File: config.mk
export PLATFORM = sky130hd
export DESIGN_NAME = hawk_rr_txn_scheduler
export DESIGN_NICKNAME = d
export VERILOG_FILES = /design/src/rtl/hawk_rr_txn_scheduler.sv
export SDC_FILE = /design/constraint.sdc
export NUM_CORES = 1
export LEC_CHECK = 0
export CAP_MARGIN = 20
export CORE_AREA = 2 2 184 186
export DETAILED_ROUTE_END_ITERATION = 6
export DIE_AREA = 0 0 186 188
export MAX_ROUTING_LAYER = met4
export PLACE_DENSITY = 0.61
export SLEW_MARGIN = 40
export SYNTH_ARGS = -nofsm -noshare
export SYNTH_HDL_FRONTEND = slang
export SYNTH_SLANG_ARGS = --single-unit
File: constraint.sdc
create_clock -name clk_i -period 2.6 [get_ports clk_i]
set_input_delay 0.52 -clock clk_i [delete_from_list [all_inputs] [get_ports clk_i]]
set_output_delay 0.52 -clock clk_i [all_outputs]
set_load 0.05 [all_outputs]
File: src/rtl/hawk_rr_txn_scheduler.sv
// ---------------------------------------------------------------------------
// hawk_rr_txn_scheduler : round-robin scheduler sharing one request/response
// server among N_REQ requesters.                              Rev 1.0
// ---------------------------------------------------------------------------
`default_nettype none

module hawk_rr_txn_scheduler #(
  parameter int N_REQ = 4,
  parameter int BREQ  = 64,
  parameter int BRSP  = 64,
  parameter int IDX_W = $clog2(N_REQ)
) (
  input  logic                      clk_i,
  input  logic                      rst_ni,
  input  logic [N_REQ-1:0]          req_valid_i,
  input  logic [N_REQ-1:0][BREQ-1:0] req_data_i,
  output logic [N_REQ-1:0]          req_ready_o,
  output logic [N_REQ-1:0]          rsp_valid_o,
  output logic [BRSP-1:0]           rsp_data_o,
  output logic                      srv_valid_o,
  output logic [BREQ-1:0]           srv_data_o,
  input  logic                      srv_ready_i,
  input  logic                      srv_done_i,
  input  logic [BRSP-1:0]           srv_rsp_i,
  output logic                      busy_o,
  output logic [IDX_W-1:0]          gnt_idx_o
);

  typedef enum logic [1:0] {
    S_IDLE  = 2'd0,
    S_ISSUE = 2'd1,
    S_WAIT  = 2'd2,
    S_RESP  = 2'd3
  } state_t;

  state_t             r_state;
  logic [IDX_W-1:0]   r_last;
  logic [IDX_W-1:0]   r_gnt;
  logic [BREQ-1:0]    r_req;
  logic               r_srv_valid;
  logic [N_REQ-1:0]   r_rsp_valid;
  logic [BRSP-1:0]    r_rsp_data;

  logic               w_found;
  logic [IDX_W-1:0]   w_pick;
  logic [IDX_W-1:0]   w_cand;
  logic [N_REQ-1:0]   w_pick_oh;
  logic [N_REQ-1:0]   w_gnt_oh;
  int                 idx;

  // Scan from the requester after the last grant, wrapping modulo N_REQ.
  always_comb begin
    w_found = 1'b0;
    w_pick  = '0;
    w_cand  = '0;
    idx     = 0;
    for (int k = 1; k <= N_REQ; k++) begin
      idx = int'(r_last) + k;
      if (idx >= N_REQ) idx = idx - N_REQ;
      w_cand = IDX_W'(idx);
      if (!w_found && req_valid_i[w_cand]) begin
        w_found = 1'b1;
        w_pick  = w_cand;
      end
    end
  end

  assign w_pick_oh   = {{(N_REQ-1){1'b0}}, 1'b1} << w_pick;
  assign w_gnt_oh    = {{(N_REQ-1){1'b0}}, 1'b1} << r_gnt;
  assign req_ready_o = (r_state == S_IDLE && w_found) ? w_pick_oh : '0;

  always_ff @(posedge clk_i) begin
    if (!rst_ni) begin
      r_state     <= S_IDLE;
      r_last      <= IDX_W'(N_REQ - 1);
      r_gnt       <= '0;
      r_req       <= '0;
      r_srv_valid <= 1'b0;
      r_rsp_valid <= '0;
      r_rsp_data  <= '0;
    end else begin
      r_rsp_valid <= '0;
      r_rsp_data  <= '0;
      case (r_state)
        S_IDLE: begin
          if (w_found) begin
            r_req       <= req_data_i[w_pick];
            r_gnt       <= w_pick;
            r_srv_valid <= 1'b1;
            r_state     <= S_ISSUE;
          end
        end
        S_ISSUE: begin
          if (srv_ready_i) begin
            r_srv_valid <= 1'b0;
            // A completion in the handshake cycle skips WAIT entirely.
            if (srv_done_i) begin
              r_rsp_valid <= w_gnt_oh;
              r_rsp_data  <= srv_rsp_i;
              r_state     <= S_RESP;
            end else begin
              r_state     <= S_WAIT;
            end
          end
        end
        S_WAIT: begin
          if (srv_done_i) begin
            r_rsp_valid <= w_gnt_oh;
            r_rsp_data  <= srv_rsp_i;
            r_state     <= S_RESP;
          end
        end
        S_RESP: begin
          r_last  <= r_gnt;
          r_state <= S_IDLE;
        end
        default: r_state <= S_IDLE;
      endcase
    end
  end

  assign rsp_valid_o = r_rsp_valid;
  assign rsp_data_o  = r_rsp_data;
  assign srv_valid_o = r_srv_valid;
  assign srv_data_o  = r_req;
  assign busy_o      = (r_state != S_IDLE);
  assign gnt_idx_o   = r_gnt;

endmodule

`default_nettype wire

After elaboration in Yosys (flattened, before gate mapping)
Index checks and enable logic that the tools add are counted.
{ "totals": {"register_bits": 139, "output_inout_bits": 140, "wordCells": 82, "in_bits": 328} }
{ "op_classes": {"magnitude_cmp": 9, "n_addsub": 8, "eq_ne": 6, "reduce_logical": 13, "n_shift": 2, "muxes": 37} }
{ "ops": {"columns": ["op", "n"], "rows": [
  ["2-to-1 mux 64 bit", 3],
  ["binary-select mux 64 bit (select 2 bit)", 1],
  ["case mux 64 bit (2 select lines)", 1],
  ["2-to-1 mux 2 bit", 11],
  ["less-than comparator 2 x 3 -> 1 bit, second input constant", 5],
  ["2-to-1 mux 4 bit", 3],
  ["2-to-1 mux 1 bit", 11],
  [">= comparator 3 bit, second input constant", 3],
  ["binary-select mux 1 bit (select 2 bit)", 4],
  ["case mux 2 bit (4 select lines)", 1],
  ["case mux 4 bit (2 select lines)", 1],
  ["left shift 1 x 2 -> 4 bit, first input constant", 2],
  ["subtractor 2 x 1 -> 2 bit, second input constant", 4],
  ["adder 2 x 2 -> 3 bit, second input constant", 2],
  ["!= test 2 bit, second input constant", 3],
  ["AND reduction 3 bit", 2],
  ["adder 2 x 3 -> 4 bit, second input constant", 1],
  ["== test 2 bit, second input constant", 2],
  [">= comparator 4 x 3 -> 1 bit, second input constant", 1],
  ["logical AND 1 bit", 4],
  ["nonzero test 2 bit", 2],
  ["adder 2 x 1 -> 3 bit, second input constant", 1],
  ["logical NOT 1 bit", 3],
  ["== test 2 x 1 -> 1 bit, second input constant", 1],
  ["other kinds (3)", 3]
]} }

Depth between registers and ports, before layout
{ "logic_depth": {"depth_word": 17, "mapped_depth": 8, "ltp_nobuf": 7} }

Least setup slack after synthesis
Ideal clock, no wire load.
{ "synth_timing": {"kind": "in2out", "start": "input req_valid_i[3]", "end": "output req_ready_o[0]", "t_arrival_ps": 2540, "t_required_ps": 2080, "path_buffers": 2, "path_stages": 6, "slack_ps": -460, "path_cell_list": "nor2b_1 -> o21a_1 -> nor3_1 -> buf_2 -> buf_2 -> nor3b_1"} }
{ "synth_via": {"elab_chain_cells": 14, "word_cells_on_any_way": 25, "classes_between": "shift (1); mux (17); reduce/logical (7)"} }
{ "synth_rtl": {"columns": ["element", "line", "rtl"], "rows": [
  ["start: declaration", "15", "input logic [N_REQ-1:0] req_valid_i,"],
  ["binary-select mux 1 bit (select 2 bit)", "61", "if (!w_found && req_valid_i[w_cand]) begin"],
  ["2-to-1 mux 1 bit (implied by the code)", "61", null],
  ["2-to-1 mux 1 bit", "61", null],
  ["logical NOT 1 bit", "61", null],
  ["logical AND 1 bit", "61", null],
  ["2-to-1 mux 1 bit", "61", null],
  ["logical NOT 1 bit", "61", null],
  ["logical AND 1 bit", "61", null],
  ["2-to-1 mux 1 bit", "61", null],
  ["logical NOT 1 bit", "61", null],
  ["logical AND 1 bit", "61", null],
  ["2-to-1 mux 2 bit / 2-to-1 mux 1 bit (equally long branches)", "61", null],
  ["left shift 1 x 2 -> 4 bit / logical AND 1 bit (equally long branches)", "68, 70", null],
  ["2-to-1 mux 4 bit *", "70", "assign req_ready_o = (r_state == S_IDLE && w_found) ? w_pick_oh : '0;"],
  ["end: declaration", "17", "output logic [N_REQ-1:0] req_ready_o,"]
]} }
Mark *: on every way between the ends. The rest lies on a longest branch, timed or not. The select of a mux whose other input is x is not followed.

Worst setup path after layout
{ "layout_timing": {"start": "input req_valid_i[3]", "end": "output req_ready_o[2]"} }
Same word-level chain as after synthesis.

==> results_dict.tcl <==
set metrics [dict create \
    wl_um 27760 \
    max_slew_margin_pct 55.73 \
    netlist_area_mm2 0.006277 \
    ys.flop_type "dfxtp_1" \
    end_kind "output pin" \
    regToRegEndpoint "srv_data_o[62]$_SDFFE_PN0P_" \
    path_delay_family "simple AND/OR/NAND/NOR gates" \
    route.detailed.wl_per_inst_um 18.35 \
    required_ps 2080 \
    cts.sinks 139 \
    peakVddDrop_uv 540.2 \
    synth_cells 565 \
    final_nets 1383 \
    place_hpwl_um 21960 \
    clk_pin_slew_ps 60 \
    yosysMostFrequentCell "dfxtp_1" \
    root_buffer "clkbuf_16" \
    synth_seq_area_share_pct 44.33 \
    cts_tree "built" \
    yosysUniqueCellTypes 33 \
    die_h_um 188 \
    core_area_mm2 0.03311 \
    grt-ovfl-total 0 \
    die_w_um 186 \
    m1WireLength_um 10540 \
    synth_area_leaders "dfxtp_1, mux2i_1, o221ai_2, and2_1, nand2_1" \
    p_per_area_mw_per_mm2 857.3 \
    fin_crit_ps 2491 \
    grt_pass1_vias 6679 \
    met3_length_um 2877 \
    clk_latency_ps 440 \
    post_cts_buffers 0 \
    firstDrtPassIters 5 \
    worstPathMaxFanout 5 \
    synth_edf_count 0 \
    finalPower_uw 10530 \
    yosysTopAreaCellShare_pct 44.33 \
    synth_top_area_cell "dfxtp_1" \
    drv_slew 0 \
    highest_layer "met4" \
    hold_viol 0 \
    dr_wl_met2_um 13870 \
    num_io_pins 468 \
    finish.utilization_pct 37.09 \
    rows 67 \
    drive_gt1_share_pct 12.14 \
    max_stage_delay_ps 280 \
    avgViaCountPerCell 4.101 \
    rsz0062_at_grt "no" \
    status "finished, final reports clean" \
    numCtsBuffers 17 \
    grt_first_pass_wirelength_um 39560 \
    fin_crit_sh_pct 95.81 \
    track_usage_pct 15.90 \
    syn_nets 898 \
    ant_nets 0 \
    grt_max_degree 42 \
    portBuffers 467 \
    async_flop_share_pct 0 \
    dieArea_mm2 0.03497 \
    synth_seq_cells 139 \
    worst_r2r_startpoint "r_last[0]$_SDFFE_PN1N_" \
    start_util_pct 18.96 \
    leakage_uw 0.004931 \
    r2r_setup_slack_ps 420 \
    hold_class "reg2reg" \
    cp_data_arrival_time_ps 1970 \
    finalSetupViolCount 0 \
    ys_warn_count 0 \
    timing.fmax_ghz 0.4015 \
    critPathBufInv 3 \
    ff2ff_path_depth 8 \
    synthTopCellsByCount "dfxtp_1, mux2i_1, nand2_1" \
    holdPathStages 2 \
    gp_congestion 0.7764 \
    drt_iter0_drc 160 \
    cap_violations 0 \
    fin_worst_skew_ps 10.68 \
    slowest_stage "dlygate4sd2_1" \
    setup.worst_path.class "in2out" \
    grt_antenna_before_repair 2 \
    fin_area_mm2 0.01228 \
    path_cells "dlygate4sd2_1, nor2b_1, o21a_1, nor3_4, buf_6, and3_1, buf_12" \
    drcViolationCount 0 \
    cts_max_level 4 \
    postPlaceCellArea_mm2 0.01169 \
    synth_area_per_cell_um2 11.11 \
    area_delta_synth_final_pct 95.67 \
    min_from "srv_data_o[21]$_SDFFE_PN0P_" \
    cts_buffer_depth 2 \
    cp-start-kind "input pin" \
    vias 6205 \
    holdPathEnd "srv_data_o[21]$_SDFFE_PN0P_" \
    tightest_slew_ps 662.0 \
]
cell usage in the layout (no fill, tap or decap), types with 5 or more instances in the layout:
cell / synthesis / routed
ha_1: 5 / 5
o221ai_1: 23 / 23
mux2i_1: 131 / 131
buf_4: 2 / 30
buf_12: 0 / 14
nor2_1: 9 / 8
o221ai_2: 42 / 42
nand2_1: 74 / 73
clkdlybuf4s50_1: 0 / 458
and2_1: 65 / 65
dfxtp_1: 139 / 139
clkbuf_16: 0 / 17
worst max-delay path by stage:
stage | start | to | slack [ps] | cells after the start
2_1_floorplan | req_valid_i[3] | req_ready_o[0] | 20 | 6
3_3_place_gp | req_valid_i[3] | srv_data_o[62]$_SDFFE_PN0P_ | -300 | 9
3_5_place_dp | req_valid_i[3] | srv_data_o[62]$_SDFFE_PN0P_ | -380 | 9
4_1_cts | req_valid_i[2] | req_ready_o[2] | 10 | 7
5_1_grt | req_valid_i[3] | req_ready_o[1] | 20 | 9
6_report | req_valid_i[3] | req_ready_o[2] | 110 | 7
layout make-up:
class,count,area [um2]
fillers,3285,20830
repair buffers,509,5160
multi-input cells,379,3192
flip-flops and latches,139,2783
well taps,448,560.5
clock buffers,21,460.4
clock inverters,11,107.6
inverters,4,15.01
diodes,2,5.005
per-stage QoR:
| step | cells | setup slack (ps) | hold WS, ps | setup TNS, ps |
|---|---|---|---|---|
| 2_1_floorplan | 565 | 24.61 | 455.9 | 0 |
| 6_report | 1513 | 109.1 | 462.5 | 0 |
| 3_5_place_dp | 1479 | -377.5 | 446.1 | -9928 |
| 3_3_place_gp | 1479 | -295.6 | 444.2 | -4884 |
| 4_1_cts | 1511 | 10.01 | 465.1 | 0 |
| 5_1_grt | 1513 | 20.12 | 485.5 | 0 |
cells by family (layout without fill, tap and decap cells):
family                   Yosys count  count (layout)  synth area share [%]
multiplexers                     131             131                 20.89
flip-flops                       139             139                 44.33
adder cells (fa/ha/maj)            5               5                0.9966
AO/OA/AOI/OAI                     76              76                 14.71
AND/OR/NAND/NOR                  167             167                 13.59
other                              0               2                     0
buffers and inverters             47             545                 5.481
registers in the layout, summed over array words and instances (netlist names):
name / flops
srv_data_o: 64
rsp_data_o: 64
r_last: 2
gnt_idx_o: 2
srv_valid_o: 1
rsp_valid_o: 4
r_state: 2
metal layers:
layer	global-route usage, %	vias to the layer above
met5	-	-
met4	4.664	0
met3	6.836	19
met2	27.85	294
met1	15.91	2883
li1	-	3009
where the power goes:
part	switching [uW]	internal [uW]	total, uW
sequential	298	2620	2910
combinational	3100	2110	5210
clock	1030	1380	2410
total	4430	6100	10500
tightest hold or removal path, stage by stage (launching register included):
cell      delay, ps
dfxtp_1         320
nand2_1          60
o221ai_2         50
repair_timing:
| action | CTS | global route |
|---|---|---|
| gates resized for setup | 9 | 3 |
| setup endpoints to repair | 5 | 4 |
| hold buffers | 0 | 0 |
| pin swaps | 1 | 1 |
Note: power is estimated with default switching activity, not from simulation.
